File: src/rtl/mem_access_ctrl_pkg.sv
// rtl/mem_access_ctrl_pkg.sv - shared sizes, state encoding and request record for mem_access_ctrl
package mem_access_pkg;

   localparam logic [1:0] SIZE_BYTE = 2'b00;
   localparam logic [1:0] SIZE_HALF = 2'b01;
   localparam logic [1:0] SIZE_WORD = 2'b10;

   localparam logic [1:0] ST_IDLE  = 2'd0;
   localparam logic [1:0] ST_READ  = 2'd1;
   localparam logic [1:0] ST_WRITE = 2'd2;
   localparam logic [1:0] ST_RESP  = 2'd3;

   localparam int LAT_W = 4;

   typedef struct packed {
      logic        write;
      logic [1:0]  size;
      logic        uns;
      logic [31:0] addr;
      logic [31:0] wdata;
   } req_t;

   // Half must sit on an even byte, word on a multiple of four.
   function automatic logic misaligned(input logic [1:0] size, input logic [1:0] lo);
      return ((size == SIZE_HALF) && lo[0]) || ((size == SIZE_WORD) && (lo != 2'b00));
   endfunction

endpackage

File: src/rtl/mem_access_ctrl_if.sv
// rtl/mem_access_ctrl_if.sv - request/response channel and word-wide memory bus interfaces
interface mem_req_if;
   logic        req_valid;
   logic        req_ready;
   logic        req_write;
   logic [1:0]  req_size;
   logic        req_unsigned;
   logic [31:0] req_addr;
   logic [31:0] req_wdata;
   logic        resp_valid;
   logic [31:0] resp_rdata;
   logic        resp_err;

   modport master (
      output req_valid, req_write, req_size, req_unsigned, req_addr, req_wdata,
      input  req_ready, resp_valid, resp_rdata, resp_err
   );

   modport slave (
      input  req_valid, req_write, req_size, req_unsigned, req_addr, req_wdata,
      output req_ready, resp_valid, resp_rdata, resp_err
   );
endinterface

interface mem_bus_if;
   logic        MemRead;
   logic        MemWrite;
   logic [31:0] Addr;
   logic [31:0] Wdata;
   logic [31:0] Rdata;

   modport master (
      output MemRead, MemWrite, Addr, Wdata,
      input  Rdata
   );

   modport slave (
      input  MemRead, MemWrite, Addr, Wdata,
      output Rdata
   );
endinterface

File: src/rtl/mem_access_ctrl_lane_unit.sv
// rtl/mem_access_ctrl_lane_unit.sv - little-endian byte/half lane extraction and store merge
module mem_lane_unit
   import mem_access_pkg::*;
(
   input  logic [31:0] word_i,
   input  logic [1:0]  addr_i,
   input  logic [1:0]  size_i,
   input  logic        unsigned_i,
   input  logic [31:0] wdata_i,
   output logic [31:0] load_o,
   output logic [31:0] merge_o
);

   logic [7:0]  byte_sel;
   logic [15:0] half_sel;

   always_comb begin
      byte_sel = word_i[{addr_i, 3'b000} +: 8];
      half_sel = word_i[{addr_i[1], 4'b0000} +: 16];
      load_o   = word_i;
      merge_o  = wdata_i;
      case (size_i)
         SIZE_BYTE: begin
            load_o  = unsigned_i ? {24'h0, byte_sel} : {{24{byte_sel[7]}}, byte_sel};
            merge_o = word_i;
            merge_o[{addr_i, 3'b000} +: 8] = wdata_i[7:0];
         end
         SIZE_HALF: begin
            load_o  = unsigned_i ? {16'h0, half_sel} : {{16{half_sel[15]}}, half_sel};
            merge_o = word_i;
            merge_o[{addr_i[1], 4'b0000} +: 16] = wdata_i[15:0];
         end
         default: begin
            load_o  = word_i;
            merge_o = wdata_i;
         end
      endcase
   end

endmodule

File: src/rtl/mem_access_ctrl.sv
// rtl/mem_access_ctrl.sv - MEM-stage load/store initiator with read-modify-write sub-word stores
// Optional: MEM_MISALIGN_TRAP_EN turns misaligned half/word accesses into error responses.
module mem_access_ctrl
   import mem_access_pkg::*;
#(
   parameter int DEPTH   = 50,
   parameter int MEM_LAT = 1
)(
   input logic        clk,
   input logic        rst,
   mem_req_if.slave   req,
   mem_bus_if.master  bus
);

   localparam logic [LAT_W-1:0] LAT_LAST = LAT_W'(MEM_LAT - 1);

   logic [1:0]       state_q, state_d;
   logic [LAT_W-1:0] lat_q, lat_d;
   req_t             req_q, req_d;
   logic             err_q, err_d;
   logic [31:0]      word_q, word_d;
   logic             mem_read_q, mem_read_d;
   logic             mem_write_q, mem_write_d;

   logic             req_err;
   logic             addr_oob;
   logic             size_bad;
   logic             misalign;
   logic [31:0]      load_data;
   logic [31:0]      merge_data;

   mem_lane_unit u_lane (
      .word_i     (word_q),
      .addr_i     (req_q.addr[1:0]),
      .size_i     (req_q.size),
      .unsigned_i (req_q.uns),
      .wdata_i    (req_q.wdata),
      .load_o     (load_data),
      .merge_o    (merge_data)
   );

   always_comb begin
      addr_oob = (req.req_addr[31:2] >= 30'(DEPTH));
      size_bad = (req.req_size == 2'b11);
`ifdef MEM_MISALIGN_TRAP_EN
      misalign = misaligned(req.req_size, req.req_addr[1:0]);
`else
      misalign = 1'b0;
`endif
      req_err = addr_oob || size_bad || misalign;
   end

   always_ff @(posedge clk or posedge rst) begin
      if (rst) begin
         state_q     <= ST_IDLE;
         lat_q       <= '0;
         req_q       <= '0;
         err_q       <= 1'b0;
         word_q      <= '0;
         mem_read_q  <= 1'b0;
         mem_write_q <= 1'b0;
      end else begin
         state_q     <= state_d;
         lat_q       <= lat_d;
         req_q       <= req_d;
         err_q       <= err_d;
         word_q      <= word_d;
         mem_read_q  <= mem_read_d;
         mem_write_q <= mem_write_d;
      end
   end

   always_comb begin
      state_d = state_q;
      lat_d   = lat_q;
      req_d   = req_q;
      err_d   = err_q;
      word_d  = word_q;
      case (state_q)
         ST_IDLE: begin
            if (req.req_valid) begin
               req_d = '{write: req.req_write, size: req.req_size, uns: req.req_unsigned,
                         addr: req.req_addr, wdata: req.req_wdata};
               err_d = req_err;
               lat_d = '0;
               if (req_err)
                  state_d = ST_RESP;
               else if (!req.req_write || (req.req_size != SIZE_WORD))
                  state_d = ST_READ;
               else
                  state_d = ST_WRITE;
            end
         end
         ST_READ: begin
            // The word lands in the merge buffer for both loads and sub-word stores.
            if (lat_q == LAT_LAST) begin
               word_d  = bus.Rdata;
               lat_d   = '0;
               state_d = req_q.write ? ST_WRITE : ST_RESP;
            end else begin
               lat_d = lat_q + 1'b1;
            end
         end
         ST_WRITE: state_d = ST_RESP;
         default:  state_d = ST_IDLE;
      endcase
   end

   always_comb begin
      mem_read_d     = (state_d == ST_READ);
      mem_write_d    = (state_d == ST_WRITE);
      req.req_ready  = (state_q == ST_IDLE);
      req.resp_valid = (state_q == ST_RESP);
      req.resp_err   = (state_q == ST_RESP) && err_q;
      req.resp_rdata = ((state_q == ST_RESP) && !err_q && !req_q.write) ? load_data : 32'h0;
      bus.MemRead    = mem_read_q;
      bus.MemWrite   = mem_write_q;
      bus.Addr       = (mem_read_q || mem_write_q) ? {2'b00, req_q.addr[31:2]} : 32'h0;
      // For word stores the lane unit passes the store data straight through.
      bus.Wdata      = mem_write_q ? merge_data : 32'h0;
   end

endmodule

File: src/flat_wrapper.sv
// flat-port wrapper written by rule: the top's interface ports become plain ports
module mem_access_ctrl_flat import mem_access_pkg::*;
#(
   parameter int DEPTH   = 50,
   parameter int MEM_LAT = 1
)
  (clk, rst, req_req_valid, req_req_write, req_req_size, req_req_unsigned, req_req_addr, req_req_wdata, req_req_ready, req_resp_valid, req_resp_rdata, req_resp_err, bus_MemRead, bus_MemWrite, bus_Addr, bus_Wdata, bus_Rdata);
  mem_req_if req_i ();
  mem_bus_if bus_i ();
  input logic clk;
  input logic rst;
  input wire logic [$bits(req_i.req_valid)-1:0] req_req_valid;
  input wire logic [$bits(req_i.req_write)-1:0] req_req_write;
  input wire logic [$bits(req_i.req_size)-1:0] req_req_size;
  input wire logic [$bits(req_i.req_unsigned)-1:0] req_req_unsigned;
  input wire logic [$bits(req_i.req_addr)-1:0] req_req_addr;
  input wire logic [$bits(req_i.req_wdata)-1:0] req_req_wdata;
  output wire logic [$bits(req_i.req_ready)-1:0] req_req_ready;
  output wire logic [$bits(req_i.resp_valid)-1:0] req_resp_valid;
  output wire logic [$bits(req_i.resp_rdata)-1:0] req_resp_rdata;
  output wire logic [$bits(req_i.resp_err)-1:0] req_resp_err;
  output wire logic [$bits(bus_i.MemRead)-1:0] bus_MemRead;
  output wire logic [$bits(bus_i.MemWrite)-1:0] bus_MemWrite;
  output wire logic [$bits(bus_i.Addr)-1:0] bus_Addr;
  output wire logic [$bits(bus_i.Wdata)-1:0] bus_Wdata;
  input wire logic [$bits(bus_i.Rdata)-1:0] bus_Rdata;
  assign req_i.req_valid = req_req_valid;
  assign req_i.req_write = req_req_write;
  assign req_i.req_size = req_req_size;
  assign req_i.req_unsigned = req_req_unsigned;
  assign req_i.req_addr = req_req_addr;
  assign req_i.req_wdata = req_req_wdata;
  assign req_req_ready = req_i.req_ready;
  assign req_resp_valid = req_i.resp_valid;
  assign req_resp_rdata = req_i.resp_rdata;
  assign req_resp_err = req_i.resp_err;
  assign bus_MemRead = bus_i.MemRead;
  assign bus_MemWrite = bus_i.MemWrite;
  assign bus_Addr = bus_i.Addr;
  assign bus_Wdata = bus_i.Wdata;
  assign bus_i.Rdata = bus_Rdata;
  mem_access_ctrl #(.DEPTH(DEPTH), .MEM_LAT(MEM_LAT)) u_core (.clk(clk), .rst(rst), .req(req_i), .bus(bus_i));
endmodule
File: config.mk
export PLATFORM = sky130hd
export DESIGN_NAME = mem_access_ctrl_flat
export DESIGN_NICKNAME = d
export VERILOG_FILES = /design/src/rtl/mem_access_ctrl_pkg.sv /design/src/rtl/mem_access_ctrl_if.sv /design/src/rtl/mem_access_ctrl_lane_unit.sv /design/src/rtl/mem_access_ctrl.sv /design/src/flat_wrapper.sv
export SDC_FILE = /design/constraint.sdc
export NUM_CORES = 1
export LEC_CHECK = 0
export BUFFER_PORTS_ARGS = -buffer_cell sky130_fd_sc_hd__buf_2
export CAP_MARGIN = 10
export CORE_MARGIN = 4
export CORE_UTILIZATION = 50
export CTS_CLUSTER_DIAMETER = 80
export DETAILED_ROUTE_END_ITERATION = 6
export GPL_TIMING_DRIVEN = 0
export PLACE_DENSITY_LB_ADDON = 0.1
export SYNTH_ARGS = -nofsm -noshare
export SYNTH_HDL_FRONTEND = slang
export SYNTH_SLANG_ARGS = --single-unit
File: constraint.sdc
create_clock -name clk -period 6.8 [get_ports clk]
set_input_delay 0.68 -clock clk [delete_from_list [all_inputs] [get_ports clk]]
set_output_delay 0.68 -clock clk [all_outputs]
set_load 0.02 [all_outputs]
; After elaboration in Yosys (flattened, before gate mapping)
; Index checks and enable logic that the tools add are counted.
[classes]
reduce_logical = 16
add_sub_neg = 3
shifts = 6
mux = 18
order_cmp = 1
eq_ne = 9
[ops]
columns = op, n
row1 = $mux 32, 4
row2 = $pmux 32 s2, 2
row3 = $bwmux 32, 2
row4 = $shift 16x7->32 const A, 1
row5 = $shift 8x7->32 const A, 1
row6 = $shiftx 16x7->32, 1
row7 = $shiftx 32x6->16, 1
row8 = $shiftx 32x6->8, 1
row9 = $shiftx 8x7->32, 1
row10 = $ge 30x6->1 const B, 1
row11 = $mux 30, 1
row12 = $neg 5->7, 2
row13 = $eq 2x2->1 const B, 4
row14 = $mux 2, 4
row15 = $mux 4, 2
row16 = $pmux 4 s2, 1
row17 = $eq 2x1->1 const B, 3
row18 = $pmux 2 s3, 1
row19 = $reduce_and 2->1, 3
row20 = $add 4x1->4 const B, 1
row21 = $logic_not 2->1, 2
row22 = $logic_not 4->1, 1
row23 = $ne 2x2->1 const B, 2
row24 = $logic_and 1x1->1, 3
row25 = other kinds (4), 8
[word_totals]
reg_bits = 109

; Depth between registers and ports, before layout
[depth]
ltp_word = 7
depth_mapped = 9
depth_no_buf = 6

; Hierarchy
; From an unflattened synthesis, not the netlist that was laid out.
[hier_totals]
hier_cells = 734
hier_area_um2 = 6711.4
[modules_own_cells]
columns = module, instances, cells_per_inst, seq_area_each_um2, area_per_inst_um2
row1 = mem_access_ctrl, 1, 452, 2727.6, 4982.3
row2 = mem_lane_unit, 1, 282, 0.0, 1729.2

; Worst setup path after synthesis
; OpenSTA, ideal clock, no wires.
[synth_path]
kind = register -> output
start = register u_core.req_q[33] (netlist bit)
end = output port bus_Wdata[0]
arrival_ps = 2107
path_stages_with_launch = 8
path_slack_ps = 4013
path_cell_list = dfrtp_1 -> buf_6 -> buf_6 -> inv_1 -> ha_1 -> o21ai_1 -> nand3_1 -> a21boi_0
[synth_between]
elab_chain_len = 5
[synth_rtl]
columns = element, line_no
row1 = from (decl), mem_access_ctrl.sv:19  ; req_t req_q, req_d;
row2 = from (signal assigned), mem_access_ctrl.sv:65  ; req_q <= req_d;
row3 = "$neg 5->7, on equally long branches", "mem_access_ctrl_lane_unit.sv:31, mem_access_ctrl_lane_unit.sv:26"
row4 = $shiftx 16x7->32 (tied with other cells), mem_access_ctrl_lane_unit.sv:31  ; merge_o[{addr_i[1], 4'b0000} +: 16] = wdata_i[15:0];
row5 = "$bwmux 32, on equally long branches", "mem_access_ctrl_lane_unit.sv:31, mem_access_ctrl_lane_unit.sv:26"
row6 = $pmux 32 s2 (*), mem_access_ctrl_lane_unit.sv:22  ; case (size_i)
row7 = $mux 32 (*), mem_access_ctrl.sv:120  ; bus.Wdata = mem_write_q ? merge_data : 32'h0;
row8 = to (decl), flat_wrapper.sv:25  ; output wire logic [$bits(bus_i.Wdata)-1:0] bus_Wdata;
; Every way passes the cells marked *; elsewhere a longest branch is shown, timed or not.

; Worst setup path after layout
[layout_path]
start = register u_core.req_q[33] (netlist bit)
end = output port bus_Wdata[15]
; Same word-level chain as after synthesis.

==> results.cfg <==
[run_status]
status = finished with violations
violations = DRC

[power]
power.total_mw = 3.81
pwr-share-seq_pct = 33.0
power.leakage_nw = 4.18
p_per_area_mw_per_mm2 = 486
p_int_mw = 1.98
power_frac_comb_pct = 52.7
clock_power_share_pct = 14.3
sw_frac_of_total_pct = 48.1
irDropWorstVdd_mv = 0.299
switching_power_mw = 1.83

[logic_synthesis]
netlist_area_mm2 = 0.00630
yosysTopAreaCellShare_pct = 43.3
ys_seq_area_share_pct = 43.3
synth_edf_count = 0
synth_common_cells = 307 x nand2_1, 109 x dfrtp_1, 47 x nor2b_1
synth-async-reset-ratio_pct = 100
ys_ff_latch = 109
synth.largest_area_cell = dfrtp_1
synthTopCellsByArea = dfrtp_1 43%, nand2_1 18%, nor2b_1 4.7%
yosysWarnings = 0
netlist_instances = 782
avgSynthCellArea_um2 = 8.05
ys_types = 59
yosysMostFrequentCell = nand2_1
synth_flop_cell = dfrtp_1

[drt]
drc_errors = 9
wl_met1_mm = 8.11
dr.pass1.iters = 7
wl_mm = 19.9
vias_per_cell = 5.35
met2_length_mm = 9.63
wl_per_cell_um = 17.0
highest_layer = met5
route.met3.wl_mm = 1.69
ant_nets = 0
via_count = 6255
first_iter_violations = 573

[sta]
setup-tns-final_ns = 0
min_period_over_period_pct = 53.1
rsz0062_at_grt = no
skew_ns = 0.00931
hold_violations = 0
drv_slew = 0
setup_slack_ns = 3.19
setup_violations = 0
maxSlewHeadroom_pct = 51.6
tightest_slew_ns = 0.727
min_period_ns = 3.61
fmax_mhz = 277

[setup_path]
end_kind = output port
path_class = register to output port
cpMaxStageDelayCell = dfrtp_1
critPathLaunch = u_core.req_q[33]
critPathMostFrequentCell = buf_6
arrival_ns = 2.93
cp.required_ns = 6.12
crit_buf_inv = 5
start_kind = register
path_delay_family = buffers and inverters
path_cells = buf_6 -> buf_6 -> inv_1 -> ha_1 -> and4b_1 -> clkbuf_1 -> a22o_1 -> a222oi_1 -> nor2b_1 -> buf_2
max_stage_delay_ns = 0.47
timing.rr.start = u_core.state_q[1]
cp_max_fo = 10

[clock_tree]
root_buffer = clkbuf_16
cts_made_buffers = 9
clk_pin_slew_ns = 0.07
clock_path_buffers = 2
cts-resized-gates = 0
clk_latency_ns = 0.36
cts_setup_buffers = 0
cts_tree = done
cts_num_sinks = 109
h-tree-depth = 3
cts_hold_buf = 0

[die]
rows = 40
die-area_mm2 = 0.0145
die_h_um = 120
start_util_pct = 51.8
num_io_pins = 204
coreArea_mm2 = 0.0122
die_w_um = 120

[finish]
areaGrowthSynthToFinish_pct = 24.7
nNetsFinal = 1106
drive_gt1_share_pct = 28.6

[hold_path]
min_path_type = input pin to asynchronous set/reset pin

[placed_design]
io_buffers = 201
place_ws_ns = 3.65
dpl.hpwl_mm = 15.5
globalplace.congestion = 0.962

[global_route]
grt_pass1_wl_mm = 31.1
overflow = 0
antenna_found_initial = 2
grt_max_degree = 57
grt.total_usage_pct = 27.5
grt_pass1_vias = 6081

[run]
cap_violations = 0
power by group through the flow:
stage / Sequential [mW] / Clock (mW) / Combinational, mW
after floorplan: 1.12 / 0 / 1.48
after detailed placement: 1.25 / 0 / 1.99
after CTS: 1.24 / 0.553 / 2.00
after global placement: 1.25 / 0 / 1.96
final: 1.26 / 0.545 / 2.01
after global routing: 1.29 / 0.578 / 2.22
metrics by stage:
step           cells  utilization, %  area, um^2  hold WS, ns
2_1_floorplan    783               -        6300        0.438
4_1_cts         1169            64.5        7850        0.471
5_1_grt         1170            64.6        7850        0.491
6_report        1170            64.6        7850        0.454
3_5_place_dp    1153            62.1        7550        0.454
3_3_place_gp    1152            61.8        7520        0.449
layer usage:
layer	global-route usage, %	up-vias
met5	0	-
met4	9.42	2
met3	5.89	42
met2	45.1	286
met1	36.2	2878
li1	-	3047
final cells by class:
type / count / area, um^2
clock inverters: 5 / 68.8
flip-flops and latches: 109 / 2730
fillers: 1167 / 4310
diodes: 1 / 2.50
multi-input cells: 600 / 3200
well taps: 168 / 210
repair buffers: 202 / 1030
plain buffers: 55 / 303
inverters: 19 / 73.8
clock buffers: 11 / 233
final timing paths:
path | end | slack, ns | cells after the start
min | u_core.req_q[49] | 0.45 | 2
max in group asynchronous | u_core.word_q[26] | 5.62 | 3
max | bus_Wdata[15] | 3.19 | 10
max reg2reg | u_core.err_q | 4.99 | 5
min in group clk | u_core.req_q[39] | 0.47 | 2
min reg2reg | u_core.req_q[39] | 0.47 | 2
registers in the layout, summed over array words and instances, names as in the netlist:
register / flops
u_core.req_q: 68
u_core.bus.MemWrite: 1
u_core.state_q: 2
u_core.err_q: 1
u_core.bus.MemRead: 1
u_core.word_q: 32
u_core.lat_q: 4
cells by family (layout without fill, tap and decap cells):
family / count (synthesis) / count (layout) / synth area share, %
flops: 109 / 109 / 43.3
fa+ha+maj: 7 / 7 / 1.39
simple gates: 438 / 438 / 30.9
other cells: 1 / 3 / 0.0595
xor+xnor: 1 / 1 / 0.139
buf+inv: 74 / 292 / 5.94
compound gates: 134 / 134 / 15.3
mux: 18 / 18 / 2.98
cells in the final DEF, fill, tap and decap left out, drive strengths merged, types with 9 or more instances in the layout:
cell type    n
inv         21
o21ai       36
nor2        34
mux2i       12
nor3        13
a21boi       9
nand2      308
dfrtp      109
a22o         9
buf        238
a221oi      10
nor2b       48
nand3       11
clkbuf      30
a21oi       18
Power figures use the tool's default switching activity.
